## config.mk

```make
export PLATFORM = sky130hd
export DESIGN_NAME = irq_priority_isr_flat
export DESIGN_NICKNAME = d
export VERILOG_FILES = /design/src/rtl/irq_priority_isr_if.sv /design/src/rtl/irq_priority_isr.sv /design/src/flat_wrapper.sv
export SDC_FILE = /design/constraint.sdc
export NUM_CORES = 1
export LEC_CHECK = 0
export ABC_AREA = 1
export BUFFER_PORTS_ARGS = -buffer_cell sky130_fd_sc_hd__buf_4
export CORE_MARGIN = 4
export CORE_UTILIZATION = 62
export DETAILED_ROUTE_END_ITERATION = 16
export HOLD_SLACK_MARGIN = 0.1
export MAX_ROUTING_LAYER = met4
export PLACE_DENSITY = 0.89
export SYNTH_ARGS = -nofsm -noshare
export SYNTH_HDL_FRONTEND = slang
export SYNTH_SLANG_ARGS = --single-unit
```

## constraint.sdc

```tcl
create_clock -name clk -period 6.8 [get_ports clk]
set_input_delay 1.02 -clock clk [delete_from_list [all_inputs] [get_ports clk]]
set_output_delay 1.02 -clock clk [all_outputs]
set_load 0.02 [all_outputs]
```

## src/rtl/irq_priority_isr_if.sv

```systemverilog
// Bus-side signal bundle of the interrupt priority / in-service stage.
//   inta     : active-low acknowledge from the CPU (synchronous to clk)
//   intr     : interrupt request to the CPU
//   data_out : vector or poll byte
//   data_oe  : drive enable for data_out
// With IRQ_POLL_EN defined the bundle also carries:
//   poll_stb : one-cycle OCW3 poll strobe
//   rd_n     : active-low read strobe used to return the poll byte
// master = CPU / bus-interface side, slave = the priority stage.
interface irq_priority_isr_if;
   logic       inta;
   logic       intr;
   logic [7:0] data_out;
   logic       data_oe;
`ifdef IRQ_POLL_EN
   logic       poll_stb;
   logic       rd_n;

   modport master (output inta, output poll_stb, output rd_n,
                   input intr, input data_out, input data_oe);
   modport slave  (input inta, input poll_stb, input rd_n,
                   output intr, output data_out, output data_oe);
`else
   modport master (output inta, input intr, input data_out, input data_oe);
   modport slave  (input inta, output intr, output data_out, output data_oe);
`endif
endinterface

```

## src/rtl/irq_priority_isr.sv

```systemverilog
// Priority resolution and in-service stage of the interrupt controller.
// Latches raw requests into IRR, resolves the highest-priority unmasked
// request against ISR (fully nested, rotating priority), raises intr, runs
// the two-pulse INTA sequence, returns the vector and applies EOI commands.
//
// Ports:
//   clk, rst_n        : clock, asynchronous active-low reset
//   ir_req[7:0]       : raw request lines (synchronous to clk)
//   ltim              : 1 = level-triggered, 0 = rising-edge-triggered
//   imr[7:0]          : request mask, 1 = masked
//   v_a[4:0]          : vector base T7..T3
//   aeoi              : automatic EOI at the end of the acknowledge
//   eoi_stb           : OCW2 fields valid this cycle
//   non_specific_eoi, specific_eoi, rotate, l123[2:0] : OCW2 decodes
//   irr[7:0], isr[7:0]: request and in-service registers
//   bus               : intr / inta / data_out / data_oe bundle (slave)
//
// Optional feature: define IRQ_POLL_EN to add poll_stb / rd_n poll support.
//
// state | meaning
// IDLE  | waiting for the first INTA fall; intr may be asserted
// ACK1  | first INTA pulse in progress (bus not driven)
// ACK2  | second INTA pulse; vector driven while inta is low
module irq_priority_isr #(
   parameter int NUM_IR   = 8,
   parameter int RESET_LP = 7
) (
   input  logic              clk,
   input  logic              rst_n,
   input  logic [NUM_IR-1:0] ir_req,
   input  logic              ltim,
   input  logic [NUM_IR-1:0] imr,
   input  logic [4:0]        v_a,
   input  logic              aeoi,
   input  logic              eoi_stb,
   input  logic              non_specific_eoi,
   input  logic              specific_eoi,
   input  logic              rotate,
   input  logic [2:0]        l123,
   output logic [NUM_IR-1:0] irr,
   output logic [NUM_IR-1:0] isr,
   irq_priority_isr_if.slave bus
);

   localparam int IDX_W = $clog2(NUM_IR);

   typedef enum logic [1:0] {IDLE, ACK1, ACK2} state_t;

   state_t            state_q, state_n;
   logic [NUM_IR-1:0] ir_q, irr_n, isr_n, set_mask, clr_mask;
   logic [IDX_W-1:0]  lp_q, lp_n, idx_q, idx_n;
   logic              spur_q, spur_n, int_q, int_n, inta_q;
   logic              fall, rise, grant, ack_oe;
   logic              w_valid, s_valid;
   logic [IDX_W-1:0]  w_idx, s_idx, rank_w, rank_s;

   // Scan from lowest rank to highest so the last hit is the winner.
   function automatic logic [IDX_W:0] pick_top(input logic [NUM_IR-1:0] vec,
                                               input logic [IDX_W-1:0]  lp);
      logic [IDX_W-1:0] pos;
      pick_top = '0;
      for (int k = NUM_IR - 1; k >= 0; k--) begin
         pos = lp + IDX_W'(k + 1);
         if (vec[pos]) pick_top = {1'b1, pos};
      end
   endfunction

   assign {w_valid, w_idx} = pick_top(irr & ~imr, lp_q);
   assign {s_valid, s_idx} = pick_top(isr, lp_q);
   assign rank_w = w_idx - lp_q - IDX_W'(1);
   assign rank_s = s_idx - lp_q - IDX_W'(1);

   assign fall = inta_q & ~bus.inta;
   assign rise = ~inta_q & bus.inta;

`ifdef IRQ_POLL_EN
   logic       rd_q, rd_rise, poll_hold_q, poll_hold_n, poll_oe;
   logic [7:0] poll_byte_q, poll_byte_n;
   assign rd_rise = ~rd_q & bus.rd_n;
`endif

   always_comb begin
      state_n  = state_q;
      idx_n    = idx_q;
      spur_n   = spur_q;
      lp_n     = lp_q;
      set_mask = '0;
      clr_mask = '0;
      grant    = 1'b0;
      int_n    = (state_q == IDLE) && w_valid && (!s_valid || (rank_w < rank_s));

      case (state_q)
         IDLE: begin
            if (fall) begin
               grant   = w_valid;
               idx_n   = w_valid ? w_idx : '1;
               spur_n  = ~w_valid;
               int_n   = 1'b0;
               state_n = ACK1;
            end
         end
         ACK1: begin
            if (rise) state_n = ACK2;
         end
         ACK2: begin
            if (rise) begin
               state_n = IDLE;
               if (aeoi && !spur_q) begin
                  clr_mask[idx_q] = 1'b1;
                  if (rotate) lp_n = idx_q;
               end
            end
         end
         default: state_n = IDLE;
      endcase

`ifdef IRQ_POLL_EN
      poll_byte_n = poll_byte_q;
      poll_hold_n = poll_hold_q;
      if (poll_hold_q && rd_rise) poll_hold_n = 1'b0;
      // A poll acts like an ACK1 grant; it is only taken while no INTA
      // sequence is starting or running.
      if (bus.poll_stb && (state_q == IDLE) && !fall) begin
         grant       = w_valid;
         poll_byte_n = {w_valid, 4'b0000, w_idx};
         poll_hold_n = 1'b1;
      end
      if (bus.poll_stb || poll_hold_q) int_n = 1'b0;
`endif

      if (grant) set_mask[w_idx] = 1'b1;

      // EOI target comes from the pre-update ISR; a same-cycle grant
      // set of the same bit wins because set is applied after clear.
      if (eoi_stb) begin
         if (non_specific_eoi) begin
            if (s_valid) begin
               clr_mask[s_idx] = 1'b1;
               if (rotate) lp_n = s_idx;
            end
         end else if (specific_eoi) begin
            clr_mask[l123] = 1'b1;
            if (rotate) lp_n = l123;
         end
      end

      isr_n = (isr & ~clr_mask) | set_mask;
      irr_n = ((ltim ? ir_req : (ir_req & ~ir_q)) | (irr & ir_req)) & ~set_mask;
   end

   always_ff @(posedge clk or negedge rst_n) begin
      if (!rst_n) begin
         state_q <= IDLE;
         irr     <= '0;
         isr     <= '0;
         lp_q    <= IDX_W'(RESET_LP);
         idx_q   <= '0;
         spur_q  <= 1'b0;
         int_q   <= 1'b0;
         ir_q    <= '0;
         inta_q  <= 1'b1;
      end else begin
         state_q <= state_n;
         irr     <= irr_n;
         isr     <= isr_n;
         lp_q    <= lp_n;
         idx_q   <= idx_n;
         spur_q  <= spur_n;
         int_q   <= int_n;
         ir_q    <= ir_req;
         inta_q  <= bus.inta;
      end
   end

   assign ack_oe   = (state_q == ACK2) && !bus.inta;
   assign bus.intr = int_q;

`ifdef IRQ_POLL_EN
   always_ff @(posedge clk or negedge rst_n) begin
      if (!rst_n) begin
         rd_q        <= 1'b1;
         poll_hold_q <= 1'b0;
         poll_byte_q <= '0;
      end else begin
         rd_q        <= bus.rd_n;
         poll_hold_q <= poll_hold_n;
         poll_byte_q <= poll_byte_n;
      end
   end

   assign poll_oe      = poll_hold_q && !bus.rd_n;
   assign bus.data_oe  = ack_oe | poll_oe;
   assign bus.data_out = ack_oe ? {v_a, idx_q} : (poll_oe ? poll_byte_q : 8'h00);
`else
   assign bus.data_oe  = ack_oe;
   assign bus.data_out = ack_oe ? {v_a, idx_q} : 8'h00;
`endif

endmodule

```

## src/flat_wrapper.sv

```systemverilog
// flat-port wrapper written by rule: the top's interface ports become plain ports
module irq_priority_isr_flat 
#(
   parameter int NUM_IR   = 8,
   parameter int RESET_LP = 7
)
  (clk, rst_n, ir_req, ltim, imr, v_a, aeoi, eoi_stb, non_specific_eoi, specific_eoi, rotate, l123, irr, isr, bus_inta, bus_intr, bus_data_out, bus_data_oe);
  irq_priority_isr_if bus_i ();
  input  logic clk;
  input  logic rst_n;
  input  logic [NUM_IR-1:0] ir_req;
  input  logic ltim;
  input  logic [NUM_IR-1:0] imr;
  input  logic [4:0] v_a;
  input  logic aeoi;
  input  logic eoi_stb;
  input  logic non_specific_eoi;
  input  logic specific_eoi;
  input  logic rotate;
  input  logic [2:0] l123;
  output logic [NUM_IR-1:0] irr;
  output logic [NUM_IR-1:0] isr;
  input wire logic [$bits(bus_i.inta)-1:0] bus_inta;
  output wire logic [$bits(bus_i.intr)-1:0] bus_intr;
  output wire logic [$bits(bus_i.data_out)-1:0] bus_data_out;
  output wire logic [$bits(bus_i.data_oe)-1:0] bus_data_oe;
  assign bus_i.inta = bus_inta;
  assign bus_intr = bus_i.intr;
  assign bus_data_out = bus_i.data_out;
  assign bus_data_oe = bus_i.data_oe;
  irq_priority_isr #(.NUM_IR(NUM_IR), .RESET_LP(RESET_LP)) u_core (.clk(clk), .rst_n(rst_n), .ir_req(ir_req), .ltim(ltim), .imr(imr), .v_a(v_a), .aeoi(aeoi), .eoi_stb(eoi_stb), .non_specific_eoi(non_specific_eoi), .specific_eoi(specific_eoi), .rotate(rotate), .l123(l123), .irr(irr), .isr(isr), .bus(bus_i));
endmodule
```

; Word level (Yosys, flattened, before mapping)
; Index checks and enable logic that the tools add are counted.
[totals]
wordCells = 160
romBits = 0
latch_bits = 0
reg_bits = 35
n_memories = 0
ram_bits = 0
[classes]
addsub = 11
shifts = 0
n_bitwise = 18
n_mul = 0
mux = 85
div_mod_pow = 0
eq_ne = 5
reduce_logical = 15
order_cmp = 17
[op_table]
columns = operator, count
row1 = $mux 8, 10
row2 = $mux 4, 16
row3 = $bmux 1 s3, 16
row4 = $lt 3x4->1 const B, 12
row5 = $and 8x8->8, 5
row6 = $mux 3, 11
row7 = $not 8->8, 4
row8 = $or 8x8->8, 4
row9 = $mux 1, 24
row10 = $add 3x3->3 const B, 4
row11 = $demux 1 s3, 4
row12 = $ge 3x1->1 const B, 4
row13 = $logic_and 1x1->1, 8
row14 = $add 3x2->3 const B, 2
row15 = $mux 2, 3
row16 = $ne 2x1->1 const B, 3
row17 = $pmux 2 s3, 1
row18 = $sub 3x1->3 const B, 2
row19 = $sub 3x3->3, 2
row20 = $add 3x1->3 const B, 1
row21 = $logic_not 1->1, 3
row22 = $lt 3x3->1, 1
row23 = $not 1->1, 3
row24 = $reduce_and 3->1, 1
row25 = other kinds (6), 7

; Longest topological paths before layout
; Gate-level depths: netlist of the first run.
[logic_depth]
word_depth = 21
depth_mapped = 25

; Worst setup path before layout of the first run
; Ideal clock, no wire load.
[synth_timing]
kind = flip-flop to flip-flop
start = register u_core.lp_q[1]
end = register u_core.int_q (netlist: u_core.bus.intr)
path_stages_with_launch = 24
slack_ps = 2981
required_ps = 6714
synth_period_minus_slack_ps = 3819
t_arrival_ps = 3733
path_cell_list = dfstp_2 > buf_4 > inv_2 > ha_1 > buf_2 > o211ai_1 > o211ai_1 > nand2_2 > inv_2 > nand2_1 > nand3_1 > nand2_1 > nand2_1 > nand2_1 > nand2_2 > nand2_1 > ha_1 > fa_1 > xnor2_1 > xor2_1 > ha_1 > a21oi_1 > a21oi_1 > nor3_1
[synth_between]
elab_chain_len = 17
word_cells_on_any_way = 66
classes_between = add/sub: 11 / order compare: 1 / mux: 50 / reduce/logical: 4
[synth_rtl]
columns = element, line
row1 = start: declaration, irq_priority_isr.sv:51  ; logic [IDX_W-1:0] lp_q, lp_n, idx_q, idx_n;
row2 = start signal: assignment, irq_priority_isr.sv:156  ; lp_q <= IDX_W'(RESET_LP);
row3 = start signal: assignment, irq_priority_isr.sv:166  ; lp_q <= lp_n;
row4 = $add 3x3->3 or $bmux 1 s3 (tied branches), "irq_priority_isr.sv:63, irq_priority_isr.sv:64"
row5 = $bmux 1 s3 or $mux 1 (tied branches), irq_priority_isr.sv:64  ; if (vec[pos]) pick_top = {1'b1, pos};
row6 = $mux 1 (not written as such) or $mux 4 (tied branches), irq_priority_isr.sv:64
row7 = $mux 4 (7 in a row), irq_priority_isr.sv:64
row8 = $sub 3x3->3 (on tied branches), "irq_priority_isr.sv:70, irq_priority_isr.sv:71"
row9 = $sub 3x1->3 (on tied branches), "irq_priority_isr.sv:70, irq_priority_isr.sv:71"
row10 = $lt 3x3->1, irq_priority_isr.sv:90  ; int_n = (state_q == IDLE) && w_valid && (!s_valid || (rank_w < rank_s));
row11 = $logic_or 1x1->1, irq_priority_isr.sv:90
row12 = $logic_and 1x1->1 *, irq_priority_isr.sv:90
row13 = $mux 1, irq_priority_isr.sv:94  ; if (fall) begin
row14 = $mux 1 *, irq_priority_isr.sv:92  ; case (state_q)
row15 = net u_core.int_n, irq_priority_isr.sv:52  ; logic spur_q, spur_n, int_q, int_n, inta_q;
row16 = end signal: assignment, irq_priority_isr.sv:169  ; int_q <= int_n;
row17 = end: declaration, irq_priority_isr.sv:52
; Mark *: on every way through the listed nets, which the timed path passes. The rest lies on a longest branch. The select of a mux whose other input is x is not followed.
; A chain may end at the register's enable or synchronous reset.

; Final worst setup path of the first run
[layout_timing]
start = register u_core.lp_q[0]
end = register u_core.int_q (netlist: u_core.bus.intr)
; Same word-level chain as after synthesis.

==> results of run 1 <==
[layer usage]
| metal | wire length, um | track usage, % | part of all wire [%] | vias up |
|---|---|---|---|---|
| met3 | 966 | 6.360 | 9.5 | 33 |
| li1 | - | - | - | 1887 |
| met2 | 4890 | 54.12 | 48 | 228 |
| met5 | 0 | - | 0 | - |
| met4 | 280 | 12.29 | 2.7 | 0 |
| met1 | 4050 | 39.50 | 40 | 1745 |
[worst max-delay path, stage by stage (launching register included)]
cell and delay [ns]:
dfstp_2 0.77, inv_2 0.26, ha_1 0.62, inv_1 0.30
nand2_1 0.16, nand3_1 0.13, nand2_2 0.14, inv_2 0.06
nand2_1 0.07, nand3_1 0.08, nand2_1 0.06, nand2_1 0.04
nand2_1 0.13, nand2_1 0.10, ha_1 0.21, fa_1 0.43
xnor2_1 0.14, xor2_1 0.18, ha_1 0.32, a21oi_1 0.16
a21oi_1 0.08, nor3_1 0.17
[registers in the layout, summed over array words and instances, names as in the netlist]
name and count:
u_core.spur_q 1, u_core.irr 8, u_core.isr 8, u_core.inta_q 1
u_core.idx_q 3, u_core.lp_q 3, u_core.state_q 2, u_core.ir_q 8
u_core.bus.intr 1
[worst max path at each step]
stage / start / to / slack, ns / cells past startpoint
after floorplan: u_core.lp_q[1]$_DFF_PN1_ / u_core.bus.intr$_DFF_PN0_ / 2.98 / 23
after global routing: u_core.lp_q[0]$_DFF_PN1_ / u_core.bus.intr$_DFF_PN0_ / 1.66 / 21
after detailed placement: u_core.lp_q[0]$_DFF_PN1_ / u_core.bus.intr$_DFF_PN0_ / 2.16 / 21
final: u_core.lp_q[0]$_DFF_PN1_ / u_core.bus.intr$_DFF_PN0_ / 2.10 / 21
after CTS: u_core.lp_q[0]$_DFF_PN1_ / u_core.bus.intr$_DFF_PN0_ / 2.15 / 21
after global placement: u_core.lp_q[0]$_DFF_PN1_ / u_core.bus.intr$_DFF_PN0_ / 2.34 / 21
[cells in the mapped netlist (6+ instances only)]
cell      instances
nand3_1          64
nand4_1           6
nand2_2          11
ha_1              6
inv_1            78
inv_2             8
nand2_1         199
a21oi_1          32
o21ai_0          15
nor2_1           49
o211ai_1         10
dfrtp_1          31
[logic make-up (layout without fill, tap and decap cells)]
family                   count (synthesis)  count (layout)  synth area share [%]
AND/OR/NAND/NOR                        343             343                 43.19
adder cells (fa/ha/maj)                  8               8                 3.416
buffers and inverters                   97             152                 11.88
flip-flops                              35              35                 26.14
AO/OA/AOI/OAI                           72              72                 13.00
XOR/XNOR                                 7               7                 2.377
[per-stage QoR]
step / utilization (%) / cells / hold slack, ns
finish: 75.88 / 687 / 0.4912
detailed placement: 73.75 / 679 / 0.4822
global placement: 73.75 / 679 / 0.4715
global route: 75.88 / 687 / 0.5258
floorplan: - / 562 / 0.4600
CTS: 75.88 / 687 / 0.4927
[layout by cell type, fill, tap and decap left out, types with 3 or more instances in the layout]
cell type / instances
nand2_1: 199
inv_2: 8
xor2_1: 3
nand2_2: 11
clkbuf_8: 5
nor3_1: 5
o21ai_0: 15
inv_1: 78
a22oi_1: 3
xnor2_1: 3
nand4_1: 6
dfstp_2: 4
nor2_1: 49
nand3_2: 3
dfrtp_1: 31
nand3_1: 64
a21oi_1: 32
nor2_2: 4
o211ai_1: 10
ha_1: 6
buf_4: 58
[final cells by class]
type                       instances  area (um^2)  share of cell area [%]
multi-input combinational        430         2088                   53.20
sequential                        35        880.8                   22.44
tap                               70        87.58                   2.231
timing repair buffer              58        435.4                   11.09
clock buffer                       6        72.57                   1.849
clock inverter                     2        37.54                  0.9563
inverter                          86        322.8                   8.224
==> results.toml, run 1 <==
[logic_synthesis]
ys_ff_latch = 35
postSynthAreaPerCell_um2 = 5.996
ys_types = 37
synth_top_cell_area_share_pct = 23.02
ys_top_cells_by_area = "dfrtp_1, nand2_1, nand3_1"
synthCells = 562
synth-seq-area-share_pct = 26.14
ys.flop_type = "dfrtp_1"
async_flop_share_pct = 100.0
syn_nets = 603
ys_warn_count = 0
syn_area_um2 = 3369
synth_edf_count = 0
yosys.area.top_type = "dfrtp_1"

[timing]
relSlewSlack_pct = 69.25
fin_ws_ns = 2.096
tightest_slew_ns = 0.4580
period_share_pct = 69.18
rsz0062_at_grt = "false"
setup_tns_ns = 0
slew_violations = 0
min_period_ns = 4.704
setup_viol = 0
fin_skew_ns = 0.007366
fmax_ghz = 0.2126
hold_viol = 0

[route]
drt-pass1-iter-count = 5
wl_um = 10190
num_vias = 3893
drtIter0Drc = 325
drc = 0
drt-vias-per-instance = 5.667
antenna_left = 0
wl_per_cell_um = 14.83

[layout]
nets = 657
area_delta_synth_final_pct = 16.49
final_cell_area_um2 = 3925
drive_above_1_share_pct = 16.69
antenna_cells = 0
n_fill_cell = 404

[worst_setup_path]
critPathLaunchType = "flop"
cp_data_required_time_ns = 7.00
worstRegToRegCells = 21
end_kind = "flop"
r2r_slack_ns = 2.10
worstReg2RegEnd = "u_core.bus.intr$_DFF_PN0_"
path_class = "flop to flop"
r2r-start = "u_core.lp_q[0]$_DFF_PN1_"
cp_data_arrival_time_ns = 4.90
critPathMaxFanout = 23

[grt]
antenna_found_initial = 0
grt_pass1_vias = 3626
grt_max_degree = 36
globalRoute.totalOverflow = 0
grt_util_all_layers_pct = 32.71
grt_pass1_wl_um = 16350

[clock_network]
clock_latency_ns = 0.28
root_buffer = "clkbuf_8"
h-tree-depth = 2
clockBufferDepth = 2
numCtsBuffers = 5
cts_resized = 0
post_cts_buffers = 0
cts_tree = "yes"
clk_pin_slew_worst_paths_ns = 0.07
postCtsHoldBufs = 0
cts.sinks = 35

[die]
core_area_um2 = 5172
io_pins = 59
die-height_um = 81.72
die_area_um2 = 6678
rows = 26
die_x_um = 81.72
initial_core_util_pct = 65.14

[worst_hold_path]
min_path_type = "flop to flop"
hold_path.startpoint = "u_core.ir_q[5]$_DFF_PN0_"
holdPathStages = 3
holdPathEnd = "u_core.irr[5]$_DFF_PN0_"

[place]
pre_cts_ws_ns = 2.163
hpwlAfterDp_um = 8031
gp_congestion = 0.9631
io_buffer_count = 58
placed_area_um2 = 3815

[run]
drv_cap = 0

[outcome]
outcome = "finished, final reports clean"
Power of run 1 is left out: the tool's default activity adds up to more than one toggle a clock period on the data nets, which glitch-free logic cannot reach.
==> run 2, diff against run 1 <==
--- a/config.mk
+++ b/config.mk
@@ -5,14 +5,14 @@
 export SDC_FILE = /design/constraint.sdc
 export NUM_CORES = 1
 export LEC_CHECK = 0
-export ABC_AREA = 1
+export ABC_AREA = 0
 export BUFFER_PORTS_ARGS = -buffer_cell sky130_fd_sc_hd__buf_4
 export CORE_MARGIN = 4
-export CORE_UTILIZATION = 62
+export CORE_UTILIZATION = 53
 export DETAILED_ROUTE_END_ITERATION = 16
 export HOLD_SLACK_MARGIN = 0.1
 export MAX_ROUTING_LAYER = met4
-export PLACE_DENSITY = 0.89
+export PLACE_DENSITY = 0.8
 export SYNTH_ARGS = -nofsm -noshare
 export SYNTH_HDL_FRONTEND = slang
 export SYNTH_SLANG_ARGS = --single-unit
==> constraint.sdc (replaced) <==
create_clock -name clk -period 4 [get_ports clk]
set_input_delay 0.6 -clock clk [delete_from_list [all_inputs] [get_ports clk]]
set_output_delay 0.6 -clock clk [all_outputs]
set_load 0.02 [all_outputs]
==> run 2 against run 1 <==
  * Fmax rose by 20%
  * First-iteration DRC count rose by 18%
  * Utilization fell by 5.8 points
  * Design area rose by 30%
  * Non-clock buffer count rose by 61
  * Critical endpoint unchanged
==> results.toml, run 2 <==
[timing]
relSlewSlack_pct = 55.67
fin_skew_ns = 0.006003
min_period_ns = 3.924
worst_hold_slack_ns = 0.2492
hold_viol = 0
fin_ws_ns = 0.07628
tightest_slew_ns = 0.6635
fmax_ghz = 0.2549
setup_viol = 0
slew_violations = 0
rsz0062_at_grt = "true"
period_share_pct = 98.09

[clock_network]
root_buffer = "clkbuf_8"
h-tree-depth = 2
clockBufferDepth = 2
postCtsHoldBufs = 0
clk_pin_slew_worst_paths_ns = 0.07
cts.sinks = 35
numCtsBuffers = 5
cts_tree = "yes"
clock_latency_ns = 0.28

[place]
gp_congestion = 1.060
pre_cts_ws_ns = -0.01888
hpwlAfterDp_um = 9275
io_buffer_count = 58

[logic_synthesis]
ys_warn_count = 0
syn_nets = 466
postSynthAreaPerCell_um2 = 9.397
ys_ff_latch = 35
synth_edf_count = 0
synth-seq-area-share_pct = 22.06
yosys.area.top_type = "dfrtp_1"
synth_common_cells = "nor2_1, nand2_1, dfrtp_1, mux2i_1, nand2b_1"
ys.flop_type = "dfrtp_1"
synth.most_common_cell = "nor2_1"
ys_top_cells_by_area = "dfrtp_1, mux4_2, mux4_1"
synthCells = 425
syn_area_um2 = 3994
synth_top_cell_area_share_pct = 19.42
async_flop_share_pct = 100.0
ys_types = 74

[worst_setup_path]
critPathMaxFanout = 13
crit_path_end = "u_core.bus.intr$_DFF_PN0_"
critPathLaunchType = "flop"
r2r_slack_ns = 0.08
path_class = "flop to flop"
cp-startpoint = "u_core.lp_q[0]$_DFF_PN1_"
end_kind = "flop"
cp_data_required_time_ns = 4.22
worstRegToRegCells = 16
r2r-start = "u_core.lp_q[0]$_DFF_PN1_"
worstReg2RegEnd = "u_core.bus.intr$_DFF_PN0_"
cp_data_arrival_time_ns = 4.14

[die]
die_x_um = 94.81
core_area_um2 = 7292
io_pins = 59
die_area_um2 = 8988
initial_core_util_pct = 54.77
die-height_um = 94.81
rows = 31

[route]
wl_um = 12480
drt-vias-per-instance = 6.528
antenna_left = 0
drtIter0Drc = 382
drt-pass1-iter-count = 5
num_vias = 4093
wl_per_cell_um = 19.90
drc = 0

[layout]
antenna_cells = 0
area_delta_synth_final_pct = 27.94
n_fill_cell = 568
utilization_pct = 70.08
drive_above_1_share_pct = 37.88
final_common_cell = "buf_4"
top_regs = "u_core.ir_q: 8 flops, u_core.irr: 8 flops, u_core.isr: 8 flops"
layout_common_cells = "buf_4, nor2_1, nand2_1"
nets = 568

[worst_hold_path]
min_path_type = "input port to async pin"

[grt]
grt_pass1_vias = 3825
antenna_found_initial = 0
grt_max_degree = 36
grt_util_all_layers_pct = 28.65
globalRoute.totalOverflow = 0
grt_pass1_wl_um = 19710

[outcome]
outcome = "finished, final reports clean"

[run]
drv_cap = 0
[run 2: cell types whose count changed in the layout (fill, tap and decap cells not counted), sizes merged, moves of 14 or more]
cell	previous run	this run
buf	58	119
nand2	210	33
nand3	67	6
nor2	54	35
inv	86	9
mux4	0	27
mux2i	0	25
o22ai	1	16
a21oi	35	20
mux2	0	14
nand2b	0	22
[run 2: repair_timing]
item,4_1_cts,5_1_grt
pin swaps,0,9
gates resized for setup,5,25
setup endpoints to repair,1,1
endpoints found under the hold margin,0,0
buffers inserted,0,15
[run 2: final cells by class]
cell class | count | area, um^2 | share of cell area [%]
clock buffer | 7 | 86.33 | 1.690
clock inverter | 1 | 5.005 | 0.09794
tap | 99 | 123.9 | 2.424
multi-input combinational | 356 | 3032 | 59.33
timing repair buffer | 119 | 942.2 | 18.44
inverter | 10 | 40.04 | 0.7835
sequential | 35 | 880.8 | 17.24
[run 2: logic make-up (layout without fill, tap and decap cells)]
family                   after synthesis  after routing  share of synthesized area [%]
flip-flops                            35             35                          22.06
buffers and inverters                 34            137                          5.201
XOR/XNOR                               9              9                          1.974
multiplexers                          66             66                          26.57
AO/OA/AOI/OAI                        105            105                          19.17
adder cells (fa/ha/maj)                8              8                          2.882
AND/OR/NAND/NOR                      168            168                          22.15
[run 2: stage by stage]
| step | cells | TNS, ns | area [um^2] |
|---|---|---|---|
| floorplan | 425 | -0.1913 | 4063 |
| global placement | 604 | 0 | 4790 |
| detailed placement | 604 | -0.01888 | 4790 |
| CTS | 612 | 0 | 4881 |
| global route | 627 | -0.05785 | 5110 |
| finish | 627 | 0 | 5110 |
[run 2: worst min path at each step]
stage / start / end / slack, ns / depth (start not counted)
global placement: u_core.state_q[1]$_DFFE_PN0P_ / u_core.state_q[0]$_DFFE_PN0P_ / 0.49 / 1
floorplan: rst_n / u_core.bus.intr$_DFF_PN0_ / 0.30 / 0
CTS: rst_n / u_core.state_q[0]$_DFFE_PN0P_ / 0.26 / 1
global route: rst_n / u_core.state_q[0]$_DFFE_PN0P_ / 0.26 / 1
detailed placement: u_core.spur_q$_DFFE_PN0P_ / u_core.spur_q$_DFFE_PN0P_ / 0.50 / 1
finish: rst_n / u_core.state_q[0]$_DFFE_PN0P_ / 0.25 / 1
[run 2: routing by layer]
| metal | global-route usage [%] | vias up | wire, um |
|---|---|---|---|
| met3 | 3.506 | 30 | 1157 |
| met5 | - | - | 0 |
| met1 | 39.05 | 1946 | 5077 |
| met2 | 46.27 | 271 | 5991 |
| met4 | 6.010 | 0 | 250 |
| li1 | - | 1846 | - |
[run 2: critical path, cell delays in order, from the launching register on]
cell	delay, ns
dfstp_2	0.65
buf_8	0.20
mux4_2	0.57
buf_4	0.17
mux2_2	0.28
o21a_1	0.18
a21oi_2	0.19
nor3_2	0.08
ha_2	0.18
fa_2	0.37
xnor2_2	0.15
xnor2_1	0.13
ha_1	0.28
nor2b_1	0.13
o21ai_1	0.12
nand2_1	0.06
nor2_1	0.11
Power of run 2 is left out for the same reason.
